### config.mk
export PLATFORM = sky130hd
export DESIGN_NAME = fib2axis_rxctrl
export DESIGN_NICKNAME = d
export VERILOG_FILES = /design/src/rtl/fib2axis_rxctrl.sv
export SDC_FILE = /design/constraint.sdc
export NUM_CORES = 1
export LEC_CHECK = 0
export CORE_MARGIN = 2
export CORE_UTILIZATION = 35
export DETAILED_ROUTE_END_ITERATION = 8
export GPL_ROUTABILITY_DRIVEN = 1
export GPL_TIMING_DRIVEN = 0
export PLACE_DENSITY = 0.68
export SYNTH_ARGS = -nofsm -noshare
export SYNTH_HDL_FRONTEND = slang
export SYNTH_SLANG_ARGS = --single-unit
### constraint.sdc
create_clock -name rx_mac_aclk -period 12.9 [get_ports rx_mac_aclk]
set_clock_uncertainty 0.05 [all_clocks]
set_input_delay 3.87 -clock rx_mac_aclk [delete_from_list [all_inputs] [get_ports rx_mac_aclk]]
set_output_delay 3.87 -clock rx_mac_aclk [all_outputs]
set_load 0.01 [all_outputs]
### src/rtl/fib2axis_rxctrl.sv
// fib2axis_rxctrl: pops one frame byte count, then streams ceil(bcnt/8) data FIFO words
// onto an AXI-Stream master through a 2-entry output buffer (1 beat/cycle).
module fib2axis_rxctrl #(
  parameter int unsigned DATA_WIDTH = 64,
  parameter int unsigned BCNT_WIDTH = 32,
  parameter int unsigned MAX_BYTES  = 9600
) (
  input  logic                    rx_mac_aclk,
  input  logic                    reset,
  input  logic [BCNT_WIDTH-1:0]   rd_rxwbcnt_fifo,
  output logic                    rxwbcnt_rdreq,
  input  logic                    rxwbcnt_rdempty,
  input  logic [DATA_WIDTH-1:0]   rd_rxdata_fifo,
  output logic                    rxdata_rdreq,
  input  logic                    rxdata_rdempty,
  output logic [DATA_WIDTH-1:0]   rx_axis_mac_tdata,
  output logic [DATA_WIDTH/8-1:0] rx_axis_mac_tkeep,
  output logic                    rx_axis_mac_tvalid,
  output logic                    rx_axis_mac_tlast,
  output logic                    rx_axis_mac_tuser,
  input  logic                    rx_axis_mac_tready,
  output logic                    frame_done,
  output logic                    zero_len_err,
  output logic [31:0]             frame_cnt
);
  localparam int unsigned KEEP_W  = DATA_WIDTH / 8;
  localparam int unsigned WORDS_W = BCNT_WIDTH - 2;
  localparam int unsigned RND_W   = BCNT_WIDTH + 1;
  localparam int unsigned CNT_W   = 32;

  typedef enum logic [4:0] {
    S_IDLE = 5'b00001,
    S_BCNT = 5'b00010,
    S_LOAD = 5'b00100,
    S_DATA = 5'b01000,
    S_DONE = 5'b10000
  } state_e;

  typedef struct packed {
    logic [DATA_WIDTH-1:0] data;
    logic [KEEP_W-1:0]     keep;
    logic                  last;
    logic                  user;
  } beat_t;

  state_e             state_q, state_d;
  logic [WORDS_W-1:0] rd_left_q, rd_left_d;
  logic [KEEP_W-1:0]  last_keep_q, last_keep_d;
  logic               oversize_q, oversize_d;
  logic               inflight_q, inflight_d;
  logic               inflight_last_q, inflight_last_d;
  logic [1:0]         occ_q, occ_d;
  beat_t              slot0_q, slot0_d, slot1_q, slot1_d;
  logic [CNT_W-1:0]   frame_cnt_q, frame_cnt_d;

  logic [RND_W-1:0]   bcnt_round;
  logic [WORDS_W-1:0] words;
  logic [KEEP_W-1:0]  keep_calc;
  logic               pop;
  logic               rdreq;
  logic [1:0]         occ_after;
  beat_t              new_beat;

  // Byte count decode, valid while in LOAD
  assign bcnt_round = {1'b0, rd_rxwbcnt_fifo} + RND_W'(7);
  assign words      = WORDS_W'(bcnt_round >> 3);
  assign keep_calc  = (rd_rxwbcnt_fifo[2:0] == 3'd0) ? '1
                    : (KEEP_W'(1) << rd_rxwbcnt_fifo[2:0]) - KEEP_W'(1);

  // Read only while buffer plus in-flight word leaves room after this cycle's pop
  assign pop       = (occ_q != 2'd0) && rx_axis_mac_tready;
  assign occ_after = occ_q - 2'(pop);
  assign rdreq     = (state_q == S_DATA) && !rxdata_rdempty && (rd_left_q != '0)
                  && (({1'b0, occ_after} + 3'(inflight_q)) < 3'd2);

  always_comb begin
    state_d     = state_q;
    rd_left_d   = rd_left_q;
    last_keep_d = last_keep_q;
    oversize_d  = oversize_q;
    frame_cnt_d = frame_cnt_q;
    unique case (state_q)
      S_IDLE: if (!rxwbcnt_rdempty) state_d = S_BCNT;
      S_BCNT: state_d = S_LOAD;
      S_LOAD: begin
        rd_left_d   = words;
        last_keep_d = keep_calc;
        oversize_d  = rd_rxwbcnt_fifo > BCNT_WIDTH'(MAX_BYTES);
        state_d     = (rd_rxwbcnt_fifo == '0) ? S_IDLE : S_DATA;
      end
      S_DATA: begin
        if (rdreq) rd_left_d = rd_left_q - WORDS_W'(1);
        if (pop && slot0_q.last) state_d = S_DONE;
      end
      S_DONE: begin
        frame_cnt_d = frame_cnt_q + CNT_W'(1);
        state_d     = S_IDLE;
      end
      default: state_d = S_IDLE;
    endcase
  end

  // Two-slot buffer: slot0 is the head presented on the stream
  always_comb begin
    slot0_d         = slot0_q;
    slot1_d         = slot1_q;
    new_beat.data   = rd_rxdata_fifo;
    new_beat.keep   = inflight_last_q ? last_keep_q : '1;
    new_beat.last   = inflight_last_q;
    new_beat.user   = inflight_last_q && oversize_q;
    if (pop) slot0_d = slot1_q;
    if (inflight_q) begin
      if (occ_after == 2'd0) slot0_d = new_beat;
      else                   slot1_d = new_beat;
    end
    occ_d           = occ_after + 2'(inflight_q);
    inflight_d      = rdreq;
    inflight_last_d = rdreq && (rd_left_q == WORDS_W'(1));
  end

  always_ff @(posedge rx_mac_aclk or posedge reset) begin
    if (reset) begin
      state_q         <= S_IDLE;
      rd_left_q       <= '0;
      last_keep_q     <= '0;
      oversize_q      <= 1'b0;
      inflight_q      <= 1'b0;
      inflight_last_q <= 1'b0;
      occ_q           <= 2'd0;
      slot0_q         <= '0;
      slot1_q         <= '0;
      frame_cnt_q     <= '0;
    end else begin
      state_q         <= state_d;
      rd_left_q       <= rd_left_d;
      last_keep_q     <= last_keep_d;
      oversize_q      <= oversize_d;
      inflight_q      <= inflight_d;
      inflight_last_q <= inflight_last_d;
      occ_q           <= occ_d;
      slot0_q         <= slot0_d;
      slot1_q         <= slot1_d;
      frame_cnt_q     <= frame_cnt_d;
    end
  end

  assign rxwbcnt_rdreq      = (state_q == S_BCNT);
  assign rxdata_rdreq       = rdreq;
  assign rx_axis_mac_tvalid = (occ_q != 2'd0);
  assign rx_axis_mac_tdata  = slot0_q.data;
  assign rx_axis_mac_tkeep  = slot0_q.keep;
  assign rx_axis_mac_tlast  = slot0_q.last;
  assign rx_axis_mac_tuser  = slot0_q.user;
  assign frame_done         = (state_q == S_DONE);
  assign zero_len_err       = (state_q == S_LOAD) && (rd_rxwbcnt_fifo == '0);
  assign frame_cnt          = frame_cnt_q;

endmodule
==> results_dict.tcl, run 1 <==
set metrics [dict create \
    placed_cell_area_um2 13500 \
    drcViolationCount 0 \
    status "finished, final reports clean" \
    cts_hold_buf 0 \
    async_flop_share 1.00 \
    tightest_slew_ns 1.04 \
    start_util 0.355 \
    p_per_area_nw_per_um2 173 \
    p_leak_nw 5.98 \
    hold_slack_ns 0.420 \
    cts_max_level 1 \
    worstPathRequired_ns 8.98 \
    drt-vias-per-instance 5.32 \
    path_class "in2out" \
    overflow 0 \
    power_switching_uw 787 \
    path_clk_slew_ns 0.06 \
    reg2reg_depth 10 \
    grt_pass1_vias 9308 \
    num_antenna_cells 0 \
    ys_ff_latch 228 \
    syn-num-nets 1230 \
    grt_first_pass_wirelength_um 49700 \
    utilization 0.468 \
    p_sw_frac 0.318 \
    routedWlPerCell_um 17.4 \
    place_ws_ns 1.91 \
    io_pins 212 \
    via_count 9430 \
    die_h_um 180 \
    hold_violations 0 \
    cts_setup_buffers 0 \
    coreArea_um2 30600 \
    worstPathMaxFanout 5 \
    antenna_found_initial 0 \
    drive_above_1_share 0.101 \
    avgSynthCellArea_um2 9.68 \
    first_pass_iters 5 \
    drv_slew 0 \
    io_buffers 207 \
    grt_max_degree 121 \
    synth-seq-area-share 0.525 \
    maxSlewHeadroom 0.298 \
    clk_latency_ns 0.54 \
    p_int_mw 1.69 \
    clock-sinks 228 \
    nets 1467 \
    fin_crit_ns 11.04 \
    p_clk_frac 0.295 \
    drtAntennaViolNets 0 \
    fill_cells 2895 \
    setup_slack_ns 1.86 \
    syn_inst 1123 \
    totalWireLength_um 30800 \
    pwr-share-seq 0.427 \
    arrival_ns 7.12 \
    cts-buffers-inserted 27 \
    ys_warn_count 0 \
    die_width_um 180 \
    endpoint_kind "output port" \
    pwr-share-comb 0.278 \
    grt_use_total 0.185 \
    synthToLayoutAreaGrowth_pct 31.8 \
    start_kind "input port" \
    place_congestion 0.879 \
    synth_edf_count 0 \
    drt_iter0_drc 597 \
    cts_max_path_buffers 3 \
    dp_hpwl_um 21800 \
    final_cell_mix "227 x dfrtp_1, 207 x clkdlybuf4s50_1, 194 x nand2_1" \
    dieArea_um2 32500 \
    rsz0062_at_grt "no" \
    final_common_cell "dfrtp_1" \
    setup_viol_count_final 0 \
    hold_class "reg2reg" \
    hold_depth 2 \
    cts_tree "built" \
    ctsResizeCount 0 \
    root_buffer "clkbuf_16" \
    rows 64 \
    synthesis.area_um2 10900 \
    yosys_most_used_dff "dfrtp_1" \
    fin_area_um2 14300 \
    post-route-period-util 0.856 \
    synth.distinct_cells 60 \
    finalPower_mw 2.48 \
    maxCapViolCount 0 \
    irDropWorstVdd_mv 0.0979 \
    fmax_ghz 0.0906 \
]
==> final timing paths <==
kind,startpoint,end,slack [ns]
setup / recovery,rd_rxwbcnt_fifo[22],zero_len_err,1.86
hold / removal,last_keep_q[0]$_DFFE_PP0P_,last_keep_q[0]$_DFFE_PP0P_,0.42
setup reg to reg,occ_q[1]$_DFF_PP0_,slot1_q[42]$_DFFE_PP0P_,9.30
hold reg to reg,last_keep_q[0]$_DFFE_PP0P_,last_keep_q[0]$_DFFE_PP0P_,0.42
max in group asynchronous,reset,rd_left_q[15]$_DFFE_PP0P_,7.87
min in group asynchronous,reset,rx_axis_mac_tdata[32]$_DFF_PP0_,3.84
==> final cells by class <==
cell class              count  area, µm²  share of cell area
flip-flops and latches    228       5710               0.398
multi-input cells         802       4790               0.335
repair buffers            208       2100               0.147
clock buffers              35        746              0.0521
well taps                 396        495              0.0346
plain buffers              69        280              0.0196
clock inverters            12        105             0.00734
inverters                  24       97.6             0.00681
==> kinds of logic after synthesis <==
group / Yosys count / share of synthesized area
mux: 66 / 0.0684
fa+ha+maj: 6 / 0.00691
compound gates: 200 / 0.116
buf+inv: 93 / 0.0341
xor+xnor: 60 / 0.0484
simple gates: 470 / 0.201
flops: 228 / 0.525
==> synthesized netlist by cell type, types with 4 or more instances <==
master / instances / share of area
nand2_1: 194 / 0.067
buf_2: 7 / 0.0032
a22o_1: 6 / 0.0048
nand4_1: 24 / 0.014
nor2_1: 111 / 0.038
nand3_1: 40 / 0.018
nor3_1: 23 / 0.011
o22a_1: 4 / 0.0032
a21o_1: 6 / 0.0041
buf_1: 7 / 0.0024
xor2_1: 17 / 0.014
inv_1: 24 / 0.0083
o22ai_1: 8 / 0.0046
clkbuf_1: 52 / 0.018
a31oi_1: 84 / 0.048
nand2b_1: 5 / 0.0029
and3_1: 6 / 0.0035
or2_2: 6 / 0.0035
o21ai_0: 37 / 0.017
a21oi_1: 31 / 0.014
ha_1: 6 / 0.0069
or3_1: 8 / 0.0046
dfrtp_1: 227 / 0.52
mux2_2: 66 / 0.068
nor3b_1: 9 / 0.0062
xnor2_1: 43 / 0.035
or4_1: 5 / 0.0035
nor4_1: 14 / 0.0081
==> per-stage QoR <==
step	setup TNS, ns	std cells
2_1_floorplan	0	1123
3_3_place_gp	-84.54	1726
3_5_place_dp	0	1727
4_1_cts	0	1774
5_1_grt	0	1774
6_report	0	1774
==> flip-flops by register name, indices dropped and copies added, names as in the netlist <==
name	cells
last_keep_q	8
inflight_last_q	1
rx_axis_mac_tdata	64
rx_axis_mac_tkeep	8
rx_axis_mac_tuser	1
rd_left_q	30
inflight_q	1
oversize_q	1
slot1_q	74
rx_axis_mac_tlast	1
occ_q	2
state_q	5
frame_cnt	32
==> worst max-delay path, cell delays in order <==
cell             delay, ns
clkdlybuf4s50_1       0.50
or4_1                 0.50
or4_1                 0.59
nor4_1                0.54
nor2b_1               0.48
clkdlybuf4s50_1       0.63
==> routing by layer <==
layer / track usage / wire length, µm
met5: 0 / 0
met3: 0.0331 / 1830
met2: 0.301 / 14400
met1: 0.255 / 13700
met4: 0.0477 / 786
==> power groups by stage <==
| stage | logic [mW] | clock network (mW) | registers [mW] |
|---|---|---|---|
| 2_1_floorplan | 0.354 | 0 | 1.07 |
| 3_3_place_gp | 0.673 | 0 | 1.06 |
| 3_5_place_dp | 0.689 | 0 | 1.07 |
| 4_1_cts | 0.693 | 0.748 | 1.06 |
| 5_1_grt | 0.753 | 0.781 | 1.08 |
| 6_report | 0.688 | 0.731 | 1.06 |
Note: power is estimated with default switching activity, not from simulation.
==> run 2: changes to the inputs <==
--- a/constraint.sdc
+++ b/constraint.sdc
@@ -4,2 +4,2 @@
 set_output_delay 3.87 -clock rx_mac_aclk [all_outputs]
-set_load 0.01 [all_outputs]
+set_load 0.02 [all_outputs]
==> results of run 2 <==
The final DEF is identical to that of run 1. Status: finished, final reports clean.
Among the figures that moved: setup slack after placement 1.91 ns -> 1.84 ns; setup slack after layout 1.86 ns -> 1.79 ns; total power 2.48 mW -> 2.54 mW; worst IR drop on VDD 0.0979 mV -> 0.0980 mV
==> run 3: changes to the inputs <==
SLEW_MARGIN = 20   (was not set)
==> run 3 against run 2 <==
- hold slack improved by 0.0056 ns
- flip-flop and latch count did not move
- critical path depth did not move
- critical endpoint unchanged
- via count rose by 0.64%
- global-route usage rose by 0.19 points
- wire length rose by 1.5%
- first-iteration DRC count rose by 24%
- maximum frequency rose by 0.65%
- highest routed layer unchanged
- setup slack improved by 0.072 ns
- register-to-register slack got worse by 0.03 ns
- critical path type unchanged
- power rose by 2.8%
- sequential power barely moved
==> results_dict.tcl, run 3 (synthesis results as in run 1) <==
set metrics [dict create \
    status "finished, final reports clean" \
    fin_cells 1778 \
    cts_setup_buffers 0 \
    cts-buffers-inserted 27 \
    fmax_ghz 0.0906 \
    start_util 0.355 \
    drv_slew 0 \
    arrival_ns 7.12 \
    path_class "in2out" \
    place_congestion 0.879 \
    irDropWorstVdd_mv 0.121 \
    fin_area_um2 14400 \
    worstPathMaxFanout 5 \
    place_inst 1728 \
    ff2ff_setup_slack_ns 9.27 \
    setup_viol_count_final 0 \
    die_width_um 180 \
    hold_depth 2 \
    maxSlewHeadroom 0.306 \
    root_buffer "clkbuf_16" \
    drive_above_1_share 0.102 \
    cts_max_level 1 \
    io_buffers 207 \
    cts_hold_buf 0 \
    start_kind "input port" \
    ctsResizeCount 0 \
    path_clk_slew_ns 0.06 \
    clk_latency_ns 0.55 \
    grt_use_total 0.187 \
    post-route-period-util 0.855 \
    synthToLayoutAreaGrowth_pct 32.9 \
    cts_max_path_buffers 3 \
    fin_crit_ns 11.04 \
    placed_cell_area_um2 13500 \
    overflow 0 \
    rsz0062_at_grt "no" \
    tightest_slew_ns 1.03 \
    drt-vias-per-instance 5.34 \
    first_pass_iters 5 \
    r2r-end "slot1_q[41]$_DFFE_PP0P_" \
    hold_class "reg2reg" \
    grt_first_pass_wirelength_um 50100 \
    regMostFlops "slot1_q" \
    rows 64 \
    die_h_um 180 \
    dieArea_um2 32500 \
    worstPathRequired_ns 8.98 \
    p_per_area_nw_per_um2 181 \
    utilization 0.472 \
    drcViolationCount 0 \
    endpoint_kind "output port" \
    coreArea_um2 30600 \
    largest_reg_flops 74 \
    holdCritStartpoint "last_keep_q[0]$_DFFE_PP0P_" \
    rr_startpoint "occ_q[1]$_DFF_PP0_" \
    maxCapViolCount 0 \
    io_pins 212 \
    via_count 9490 \
    final_common_cell "dfrtp_1" \
    drt_iter0_drc 741 \
    grt_max_degree 92 \
    final_cell_mix "227 x dfrtp_1, 207 x clkdlybuf4s50_1, 194 x nand2_1" \
    min_to "last_keep_q[0]$_DFFE_PP0P_" \
    nets 1468 \
    clock-sinks 228 \
    hold_violations 0 \
    finalPower_mw 2.61 \
    antenna_found_initial 0 \
    dp_hpwl_um 21900 \
    p_leak_nw 6.04 \
    drtAntennaViolNets 0 \
    reg2reg_depth 10 \
    grt_pass1_vias 9310 \
    routedWlPerCell_um 17.6 \
    cts_tree "built" \
    totalWireLength_um 31300 \
]
## run 3: cell types whose count changed in the layout (fill, tap and decap cells not counted)
cell / before / now
buf_16: 1 / 2
bufinv_16: 1 / 3
clkbuf_1: 56 / 57
clkbuf_8: 4 / 8
clkinv_2: 8 / 4
clkinvlp_4: 2 / 1
diode_2: 0 / 1
## run 3: worst max-delay path by stage
stage                              from                        endpoint  slack (ns)
floorplan                         reset        frame_cnt[0]$_DFFE_PP0P_        2.73
global placement                  reset  rx_axis_mac_tdata[1]$_DFF_PP0_       -0.39
detailed placement  rd_rxwbcnt_fifo[22]                    zero_len_err        1.84
CTS                 rd_rxwbcnt_fifo[22]                    zero_len_err        1.81
global route        rd_rxwbcnt_fifo[20]                    zero_len_err        1.65
finish              rd_rxwbcnt_fifo[22]                    zero_len_err        1.86
## run 3: critical path, cell delays in order
cell             delay (ns)
clkdlybuf4s50_1        0.50
or4_1                  0.48
or4_1                  0.58
nor4_1                 0.53
nor2b_1                0.45
clkdlybuf4s50_1        0.69
## run 3: routing by layer
metal	wire (µm)	vias to the layer above	global-route usage
met5	0	-	0
met4	688	0	0.0413
met3	1860	55	0.0327
met2	14800	346	0.308
met1	14000	4661	0.257
li1	-	4428	-
## run 3: layout make-up
class	count	area, µm²
fill	2861	16100
sequential	228	5710
multi-input combinational	802	4790
timing repair buffer	209	2130
clock buffer	40	805
tap	396	495
buffer	69	280
clock inverter	9	138
inverter	24	97.6
antenna	1	2.50
## run 3: metrics by stage
step	hold WS, ns	setup WS (ns)	TNS [ns]
2_1_floorplan	0.391	2.73	0
3_3_place_gp	0.404	-0.386	-84.54
3_5_place_dp	0.413	1.84	0
4_1_cts	0.427	1.81	0
5_1_grt	0.457	1.65	0
6_report	0.426	1.86	0
## run 3: report_power, final
group	internal, mW	leakage, nW	switching, mW
Combinational	0.347	2.59	0.403
Sequential	0.917	2.98	0.144
Clock	0.491	0.464	0.305
Total	1.76	6.04	0.852
